## src/rtl/pc_ras_if.sv

```systemverilog
// pc_ras_if: control/data bundle between the datapath sequencer and the PC unit.
interface pc_ras_if #(parameter int WIDTH = 16);
    logic             ld_pc;
    logic [2:0]       sel_pc;
    logic [WIDTH-1:0] bus;
    logic [WIDTH-1:0] eab_out;
    logic             clr_err;
    logic [WIDTH-1:0] pc;
    logic             ras_empty;
    logic             ras_full;
    logic             ras_err;
    modport master (output ld_pc, sel_pc, bus, eab_out, clr_err, input pc, ras_empty, ras_full, ras_err);
    modport slave (input ld_pc, sel_pc, bus, eab_out, clr_err, output pc, ras_empty, ras_full, ras_err);
endinterface

```

## src/rtl/pc_ras.sv

```systemverilog
// pc_ras: program counter with a one-cycle call/return stack.
// Define PC_RAS_EN to build the return-address stack; otherwise CALL/RET act as plain jumps.
module pc_ras #(
    parameter int WIDTH = 16,
    parameter int DEPTH = 8,
    parameter logic [WIDTH-1:0] RESET_VEC = 16'h3000
) (
    input logic     clk,
    input logic     reset,
    pc_ras_if.slave b
);
    logic [WIDTH-1:0] pc_q, pc_d, pc_inc, ret_pc;
    assign pc_inc = pc_q + WIDTH'(1);
`ifdef PC_RAS_EN
    localparam int AW = $clog2(DEPTH);
    localparam logic [AW:0] FULL = (AW+1)'(DEPTH);
    logic [WIDTH-1:0] mem_q [DEPTH];
    logic [AW-1:0] tp_q, tp_d, wr_idx;
    logic [AW:0] cnt_q, cnt_d;
    logic err_q, err_d, call, ret, empty, full, pop;
    assign call = b.ld_pc && b.sel_pc == 3'b011;
    assign ret = b.ld_pc && b.sel_pc == 3'b100;
    assign empty = cnt_q == '0;
    assign full = cnt_q == FULL;
    assign pop = ret && !empty;
    assign wr_idx = tp_q + AW'(1);
    // underflowing RET falls back to the bus target
    assign ret_pc = empty ? b.bus : mem_q[tp_q];
    always_comb begin
        tp_d = call ? wr_idx : pop ? tp_q - AW'(1) : tp_q;
        cnt_d = (call && !full) ? cnt_q + (AW+1)'(1) : pop ? cnt_q - (AW+1)'(1) : cnt_q;
        err_d = ((call && full) || (ret && empty)) ? 1'b1 : b.clr_err ? 1'b0 : err_q;
    end
    always_ff @(posedge clk or negedge reset) begin
        if (!reset) begin
            tp_q <= '0;
            cnt_q <= '0;
            err_q <= 1'b0;
        end else begin
            tp_q <= tp_d;
            cnt_q <= cnt_d;
            err_q <= err_d;
        end
    end
    // storage is not reset; a full stack overwrites its oldest slot by wrapping
    always_ff @(posedge clk)
        if (call) mem_q[wr_idx] <= pc_inc;
    assign b.ras_empty = empty;
    assign b.ras_full = full;
    assign b.ras_err = err_q;
`else
    assign ret_pc = b.bus;
    assign b.ras_empty = 1'b1;
    assign b.ras_full = 1'b0;
    assign b.ras_err = 1'b0;
`endif
    assign pc_d = !b.ld_pc ? pc_q :
                  b.sel_pc == 3'b000 ? pc_inc :
                  (b.sel_pc == 3'b001 || b.sel_pc == 3'b011) ? b.eab_out :
                  b.sel_pc == 3'b010 ? b.bus :
                  b.sel_pc == 3'b100 ? ret_pc : pc_q;
    always_ff @(posedge clk or negedge reset) begin
        if (!reset) pc_q <= RESET_VEC;
        else pc_q <= pc_d;
    end
    assign b.pc = pc_q;
endmodule

```

## src/flat_wrapper.sv

```systemverilog
// flat-port wrapper written by rule: the top's interface ports become plain ports
module pc_ras_flat 
#(
    parameter int WIDTH = 16,
    parameter int DEPTH = 8,
    parameter logic [WIDTH-1:0] RESET_VEC = 16'h3000
)
  (clk, reset, b_ld_pc, b_sel_pc, b_bus, b_eab_out, b_clr_err, b_pc, b_ras_empty, b_ras_full, b_ras_err);
  pc_ras_if #(.WIDTH(WIDTH)) b_i ();
  input logic clk;
  input logic reset;
  input wire logic [$bits(b_i.ld_pc)-1:0] b_ld_pc;
  input wire logic [$bits(b_i.sel_pc)-1:0] b_sel_pc;
  input wire logic [$bits(b_i.bus)-1:0] b_bus;
  input wire logic [$bits(b_i.eab_out)-1:0] b_eab_out;
  input wire logic [$bits(b_i.clr_err)-1:0] b_clr_err;
  output wire logic [$bits(b_i.pc)-1:0] b_pc;
  output wire logic [$bits(b_i.ras_empty)-1:0] b_ras_empty;
  output wire logic [$bits(b_i.ras_full)-1:0] b_ras_full;
  output wire logic [$bits(b_i.ras_err)-1:0] b_ras_err;
  assign b_i.ld_pc = b_ld_pc;
  assign b_i.sel_pc = b_sel_pc;
  assign b_i.bus = b_bus;
  assign b_i.eab_out = b_eab_out;
  assign b_i.clr_err = b_clr_err;
  assign b_pc = b_i.pc;
  assign b_ras_empty = b_i.ras_empty;
  assign b_ras_full = b_i.ras_full;
  assign b_ras_err = b_i.ras_err;
  pc_ras #(.WIDTH(WIDTH), .DEPTH(DEPTH), .RESET_VEC(RESET_VEC)) u_core (.clk(clk), .reset(reset), .b(b_i));
endmodule
```

## config.mk

```make
export PLATFORM = sky130hd
export DESIGN_NAME = pc_ras_flat
export DESIGN_NICKNAME = d
export VERILOG_FILES = /design/src/rtl/pc_ras_if.sv /design/src/rtl/pc_ras.sv /design/src/flat_wrapper.sv
export SDC_FILE = /design/constraint.sdc
export NUM_CORES = 1
export LEC_CHECK = 0
export ABC_CLOCK_PERIOD_IN_PS = 1800
export BUFFER_PORTS_ARGS = -buffer_cell sky130_fd_sc_hd__buf_4
export CORE_UTILIZATION = 45
export CTS_BUF_LIST = sky130_fd_sc_hd__clkbuf_4 sky130_fd_sc_hd__clkbuf_8 sky130_fd_sc_hd__clkbuf_16
export CTS_CLUSTER_SIZE = 8
export DETAILED_ROUTE_END_ITERATION = 7
export GPL_TIMING_DRIVEN = 0
export PLACE_DENSITY_LB_ADDON = 0.1
export SLEW_MARGIN = 20
export SYNTH_ARGS = -nofsm -noshare
export SYNTH_HDL_FRONTEND = slang
export SYNTH_SLANG_ARGS = --single-unit
```

## constraint.sdc

```tcl
create_clock -name clk -period 1.8 [get_ports clk]
set_clock_uncertainty 0.05 [all_clocks]
set_input_delay 0.09 -clock clk [delete_from_list [all_inputs] [get_ports clk]]
set_output_delay 0.09 -clock clk [all_outputs]
set_load 0.01 [all_outputs]
```

==> key figures, run 1 <==
Outcome
  – Run status: finished, violations left
  – Violated checks: design-rule violations

Drt
  – Final WL: 4.25 mm
  – Met3 Wirelength: 318 um
  – Post-DR wirelength/cell: 16.0 um
  – Met2 wire length: 2.01 mm
  – Vias per inst: 6.02
  – DR iter-0 viols: 69
  – Routed length on met1: 1.89 mm
  – Post-DRT Antenna Nets: 0
  – DRT Pass-1 Iters: 6
  – DRC Markers: 5
  – Vias: 1596
  – DR top layer: met4

Synth
  – Synth unique cells: 53
  – Post-synthesis cell count: 172
  – Synth warn: 0
  – Post-Syn Area: 1410 sq um
  – Main synth FF type: dfrtp_1
  – Synth top area cells: dfrtp_1 25%, nand2_1 5.3%, dfstp_2 3.7%
  – EDFF count, synth: 0
  – Async SR Flop Fraction: 100%
  – Largest family of logic cells by synthesized area: simple AND/OR/NAND/NOR gates
  – Flops & latches, synth: 16
  – Post-synthesis compound-gate area fraction: 27.6%
  – Avg Cell Area, Syn: 8.18 sq um
  – Post-synthesis adder-cell area fraction: 0.889%
  – Mux contribution to synthesized area: 4.53%
  – Seq/Total Area, Yosys: 28.6%
  – Top cell type by total area after synthesis: dfrtp_1
  – Simple-gate share of the synthesized area: 29.3%
  – Synth top area share: 24.9%
  – Xor and xnor area share after synthesis: 0.622%

CTS
  – Clk root buf: clkbuf_4
  – Cts bufs inserted: 3
  – Worst-path clk slew: 0.11 ns
  – Worst skew pair latency: 0.30 ns
  – H-tree depth: 1
  – CTS sink cnt: 16
  – CTS tree: built
  – Clk buf depth: 2

Global routing
  – Gr ovfl total: 0
  – First-pass GRT wire length: 6.71 mm
  – Vias in the first global route: 1420
  – Total track usage: 25.9%
  – Initial antenna violation count: 0
  – Largest net degree at the start of global routing: 17

Timing
  – Ratio of final minimum period to clock period: 96.4%
  – Pins over their slew limit: 0
  – # setup viols final: 0
  – Max Clk Rate: 0.576 GHz
  – Min Clock Period, post-route: 1.74 ns
  – Final Hold Fails: 0
  – Setup TNS: 0 ns
  – Slew at the pin with the worst max-slew slack: 0.640 ns
  – Unrepaired setup endpoints after global routing: true
  – Worst slew margin: 57.1%

Placement
  – Port bufs: 52
  – Hpwl dp: 3.12 mm
  – Dpl cells: 256
  – GPL Wtd Cong: 0.882

Layout
  – Non-Filler Instances: 265
  – Area Growth Syn to Fin: 37.3%
  – NumNets Final: 275
  – Max FFs per register: 16
  – Ant. Diodes: 0
  – Layout cells sized above 1: 38.9%

Worst setup path
  – Worst setup SP type: flop
  – Crit path kind: flop to flop
  – Critical path arrival: 1.89 ns
  – Worst Path Required: 1.95 ns
  – Crit Path Max Fanout: 6
  – CP endpoint kind: flop

Min path
  – Worst min-delay path class: input pin to flop

Floorplan
  – Initial Util: 49.3%
  – Num ports: 58
  – Die ar.: 3360 sq um
  – Die Wd: 57.9 um
  – Row count: 19
  – Chip Height: 57.9 um
  – Core box area: 2850 sq um

Power
  – PwrDens: 676 nW/um^2
  – Peak supply drop: 0.000405 V
  – Pwr Total: 0.00131 W
  – Static leakage: 0.844 nW

Flow run
  – Max-cap violations: 0
==> worst paths after layout <==
path                                      start              end  slack (ns)  cells after the start
max in group asynchronous                 reset  u_core.b.pc[13]        1.32                      2
worst min register to register  u_core.b.pc[13]  u_core.b.pc[13]        0.50                      1
worst min-delay path               b_eab_out[9]   u_core.b.pc[9]        0.07                      3
worst max register to register   u_core.b.pc[0]  u_core.b.pc[14]        0.06                      5
min in group asynchronous                 reset  u_core.b.pc[15]        0.13                      2
worst max-delay path             u_core.b.pc[0]  u_core.b.pc[14]        0.06                      5
==> synth_stat cells (3+ instances only) <==
cell type	count
nand2_1	20
dfrtp_1	14
nor2_1	12
a21oi_1	10
o21ai_0	9
nand3_1	7
nand4_1	6
nor3_1	6
buf_2	5
o22a_1	5
and3_1	4
buf_6	4
a32oi_1	3
buf_4	3
clkbuf_1	3
mux2_2	3
mux2i_1	3
nor2b_1	3
nor4_1	3
o22ai_1	3
==> where the power goes <==
| part | internal [W] | switching, W |
|---|---|---|
| combinational | 0.000281 | 0.000237 |
| clock | 0.000123 | 0.000126 |
| sequential | 0.000432 | 0.000109 |
==> stage by stage <==
stage | instance area (sq um) | setup WS (ns) | hold slack (ns) | util [%]
after global routing | 1930 | -0.000878 | 0.105 | 67.8
after global placement | 1840 | -0.0218 | -0.0859 | 64.5
after floorplan | 1410 | 0.0866 | -0.256 | -
after detailed placement | 1840 | -0.0581 | -0.0819 | 64.5
final | 1930 | 0.0641 | 0.0657 | 67.8
after CTS | 1890 | 0.0223 | 0.0680 | 66.1
==> routing by layer <==
layer | global-route usage, % | vias up
met1 | 37.6 | 743
met3 | 4.24 | 5
met2 | 40.2 | 64
met4 | 6.80 | 0
met5 | 0 | -
li1 | - | 784
==> cells in the final DEF, fill, tap and decap left out, types with 5 or more instances in the layout <==
| cell | n |
|---|---|
| nand3_1 | 7 |
| nor2_1 | 12 |
| nor3_1 | 6 |
| o22a_1 | 5 |
| a21oi_1 | 10 |
| buf_2 | 5 |
| buf_4 | 60 |
| o21ai_0 | 9 |
| nand4_1 | 6 |
| nand2_1 | 20 |
| dfrtp_1 | 10 |
==> worst max-delay path, cell delays in order, from the launching register on <==
cell     delay (ns)
dfrtp_2        0.43
ha_2           0.25
and3_4         0.22
nand4_1        0.17
o32a_1         0.38
and3_1         0.14
==> what timing repair did <==
item	CTS	global route
hold buffers	1	0
hold endpoints to repair	16	0
gates resized for setup	2	4
setup buffers	0	5
pin swaps	0	2
setup endpoints to repair	2	4
==> cell families after synthesis <==
group / Yosys count
AND/OR/NAND/NOR: 76
AO/OA/AOI/OAI: 53
buffers and inverters: 17
flip-flops: 16
multiplexers: 6
other: 2
adder cells (fa/ha/maj): 1
XOR/XNOR: 1
==> area by class of cell <==
| cell class | instances | area [sq um] |
|---|---|---|
| fillers | 262 | 920 |
| multi-input cells | 140 | 905 |
| repair buffers | 58 | 438 |
| flip-flops and latches | 16 | 408 |
| plain buffers | 14 | 100 |
| well taps | 31 | 38.8 |
| clock buffers | 4 | 36.3 |
| inverters | 2 | 7.51 |
No activity file was read; power rests on OpenSTA's default activity.
==> run 2: changes to the inputs <==
Settings changed: ABC_AREA set to 1, CORE_ASPECT_RATIO set to 0.6.
==> run 2 against run 1 <==
Against the previous run:
- the flow now finishes without violations
- maximum frequency is 16% higher
- sequential share of layout area increased by 0.056 points
- critical path depth up 2
- global-route usage shrank 1.8 points
- combinational power rose by 2%
- die area down 0.91%
- register-to-register slack better by 0.25 ns
- sequential power down 4.8%
- sequential cell count did not move
- clock-buffer cell count did not move
- hold slack gained 0.042 ns
- largest cell class unchanged
==> key figures, run 2 <==
CTS
  – H-tree depth: 1
  – Worst-path clk slew: 0.06 ns
  – Post-cts sizing count: 0
  – CTS sink cnt: 16
  – Worst skew pair latency: 0.25 ns
  – Cts bufs inserted: 3
  – Clk buf depth: 2
  – Clk root buf: clkbuf_8
  – CTS tree: built

Worst setup path
  – CP Buf/Inv Count: 1
  – CP cell instances: ha_1 -> nand3_2 -> inv_1 -> nand2_1 -> o21bai_1 -> nand3_1 -> a21oi_1
  – Critical path arrival: 1.62 ns
  – Worst Path Required: 1.93 ns
  – Slowest stage delay, CP: 0.42 ns
  – Worst setup SP type: flop
  – Top delay family on crit path: flip-flops
  – Slowest cell on crit path: dfrtp_1
  – Crit path kind: flop to flop
  – R2R Path Start: u_core.b.pc[1]
  – CP endpoint kind: flop
  – Worst Setup SP: u_core.b.pc[1]
  – Crit Path Max Fanout: 5

Global routing
  – GRT met3 Usage: 5.36%
  – Met2 Use GR: 37.2%
  – Total track usage: 24.1%
  – GR Layer Usage met1: 33.3%
  – Gr busiest metal: met2
  – Vias in the first global route: 1339
  – First-pass GRT wire length: 5.93 mm
  – Initial antenna violation count: 0
  – Largest net degree at the start of global routing: 17
  – Gr ovfl total: 0

Min path
  – Hold_sp: b_bus[1]
  – Worst min-delay path class: input pin to flop

Timing
  – # setup viols final: 0
  – Unrepaired setup endpoints after global routing: false
  – Max Clk Rate: 0.671 GHz
  – Pins over their slew limit: 0
  – Setup TNS: 0 ns
  – Min Clock Period, post-route: 1.49 ns
  – Ratio of final minimum period to clock period: 82.8%
  – Final Hold Fails: 0

Synth
  – Post-Syn Area: 1390 sq um
  – Synth top area share: 25.2%
  – Avg Cell Area, Syn: 6.44 sq um
  – Async SR Flop Fraction: 100%
  – Post-synthesis cell count: 216
  – Synth warn: 0
  – Synth top area cells: dfrtp_1 25%, nand2_1 19%, a21oi_1 10%
  – Flops & latches, synth: 16
  – Synth unique cells: 30
  – Main synth FF type: dfrtp_1
  – Most common cell in the netlist: nand2_1
  – Seq/Total Area, Yosys: 29.0%
  – EDFF count, synth: 0
  – Top cell type by total area after synthesis: dfrtp_1
  – Synth cell count leaders: 69 x nand2_1, 29 x a21oi_1, 25 x nor2_1

Power
  – Combinational share of power: 39.4%
  – Clk pwr share: 22.3%
  – Peak supply drop: 0.000391 V
  – Static leakage: 0.989 nW
  – Internal: 0.000854 W
  – P_sw: 0.000487 W
  – Pwr Total: 0.00134 W
  – Switch share: 36.3%
  – PwrDens: 704 nW/um^2
  – Sequential power share: 38.4%

Placement
  – Hpwl dp: 2.86 mm
  – GPL Wtd Cong: 0.830
  – Port bufs: 53
  – Dpl cells: 312

Drt
  – DR iter-0 viols: 68
  – DRT Pass-1 Iters: 4
  – Post-DR wirelength/cell: 11.3 um
  – Post-DRT Antenna Nets: 0
  – Final WL: 3.58 mm
  – DRC Markers: 0
  – Vias per inst: 4.85
  – Vias: 1537

Floorplan
  – Core box area: 2910 sq um
  – Row count: 15
  – Num ports: 58
  – Initial Util: 47.8%
  – Die ar.: 3330 sq um
  – Die Wd: 73.8 um
  – Chip Height: 45.1 um

Layout
  – Layout cells sized above 1: 30.5%
  – Max FFs per register: 16
  – Area Growth Syn to Fin: 36.9%
  – Non-Filler Instances: 317
  – NumNets Final: 316
  – Ant. Diodes: 0
  – Most frequent cells in the layout: 69 x nand2_1, 58 x buf_4, 29 x a21oi_1, 25 x nor2_1, 17 x inv_1
  – Most common cell after layout, fill and taps aside: nand2_1

Outcome
  – Run status: finished clean

Flow run
  – Max-cap violations: 0
[run 2: what timing repair did]
action / 4_1_cts / 5_1_grt
hold endpoints to repair: 16 / 0
hold buffers: 1 / 0
buffers inserted: 0 / 0
[run 2: logic make-up after synthesis]
logic type | share of synthesized area [%]
DFF | 29.0
buffers and inverters | 11.1
AOI/OAI and AO/OA | 16.4
other | 0.540
xor gates and xnor gates | 3.15
and+or+nand+nor | 39.0
adders and majority gates | 0.899
[run 2: path summary, 6_finish.rpt]
kind                       cells past startpoint              end  slack (ns)
setup / recovery                               7  u_core.b.pc[10]        0.31
hold / removal                                 3   u_core.b.pc[1]        0.11
setup reg to reg                               7  u_core.b.pc[10]        0.31
hold reg to reg                                2  u_core.b.pc[12]        0.48
max in group asynchronous                      2  u_core.b.pc[12]        1.26
min in group asynchronous                      2   u_core.b.pc[9]        0.19
[run 2: worst reg2reg max path, cell delays in order, from the launching register on]
cell and delay [ns]:
dfrtp_1 0.42, ha_1 0.24, nand3_2 0.16, inv_1 0.09, nand2_1 0.09, o21bai_1 0.13, nand3_1 0.09, a21oi_1 0.14
[run 2: layout make-up]
| class | count | area [sq um] |
|---|---|---|
| plain buffers | 9 | 76.3 |
| clock buffers | 4 | 48.8 |
| fillers | 288 | 1000 |
| inverters | 20 | 77.6 |
| multi-input cells | 172 | 838 |
| flip-flops and latches | 16 | 403 |
| well taps | 42 | 52.6 |
| repair buffers | 54 | 408 |
[run 2: power by group through the flow]
stage,clock network [W],registers (W),logic (W)
2_1_floorplan,0,0.000530,0.000286
3_3_place_gp,0,0.000519,0.000517
3_5_place_dp,0,0.000520,0.000525
4_1_cts,0.000301,0.000514,0.000530
5_1_grt,0.000314,0.000527,0.000591
6_report,0.000299,0.000514,0.000528
[run 2: per-stage QoR]
stage	cell area, sq um	util [%]	setup slack (ns)	hold slack, ns
2_1_floorplan	1400	-	0.436	-0.256
3_3_place_gp	1850	63.4	0.345	-0.0865
3_5_place_dp	1850	63.4	0.317	-0.0877
4_1_cts	1900	65.5	0.301	0.118
5_1_grt	1900	65.5	0.218	0.157
6_report	1900	65.5	0.309	0.108
[run 2: layer usage]
metal | share of wire (%) | wire length (um)
met1 | 50 | 1790
met2 | 41 | 1480
met3 | 6.3 | 224
met4 | 2.3 | 82
met5 | 0 | 0
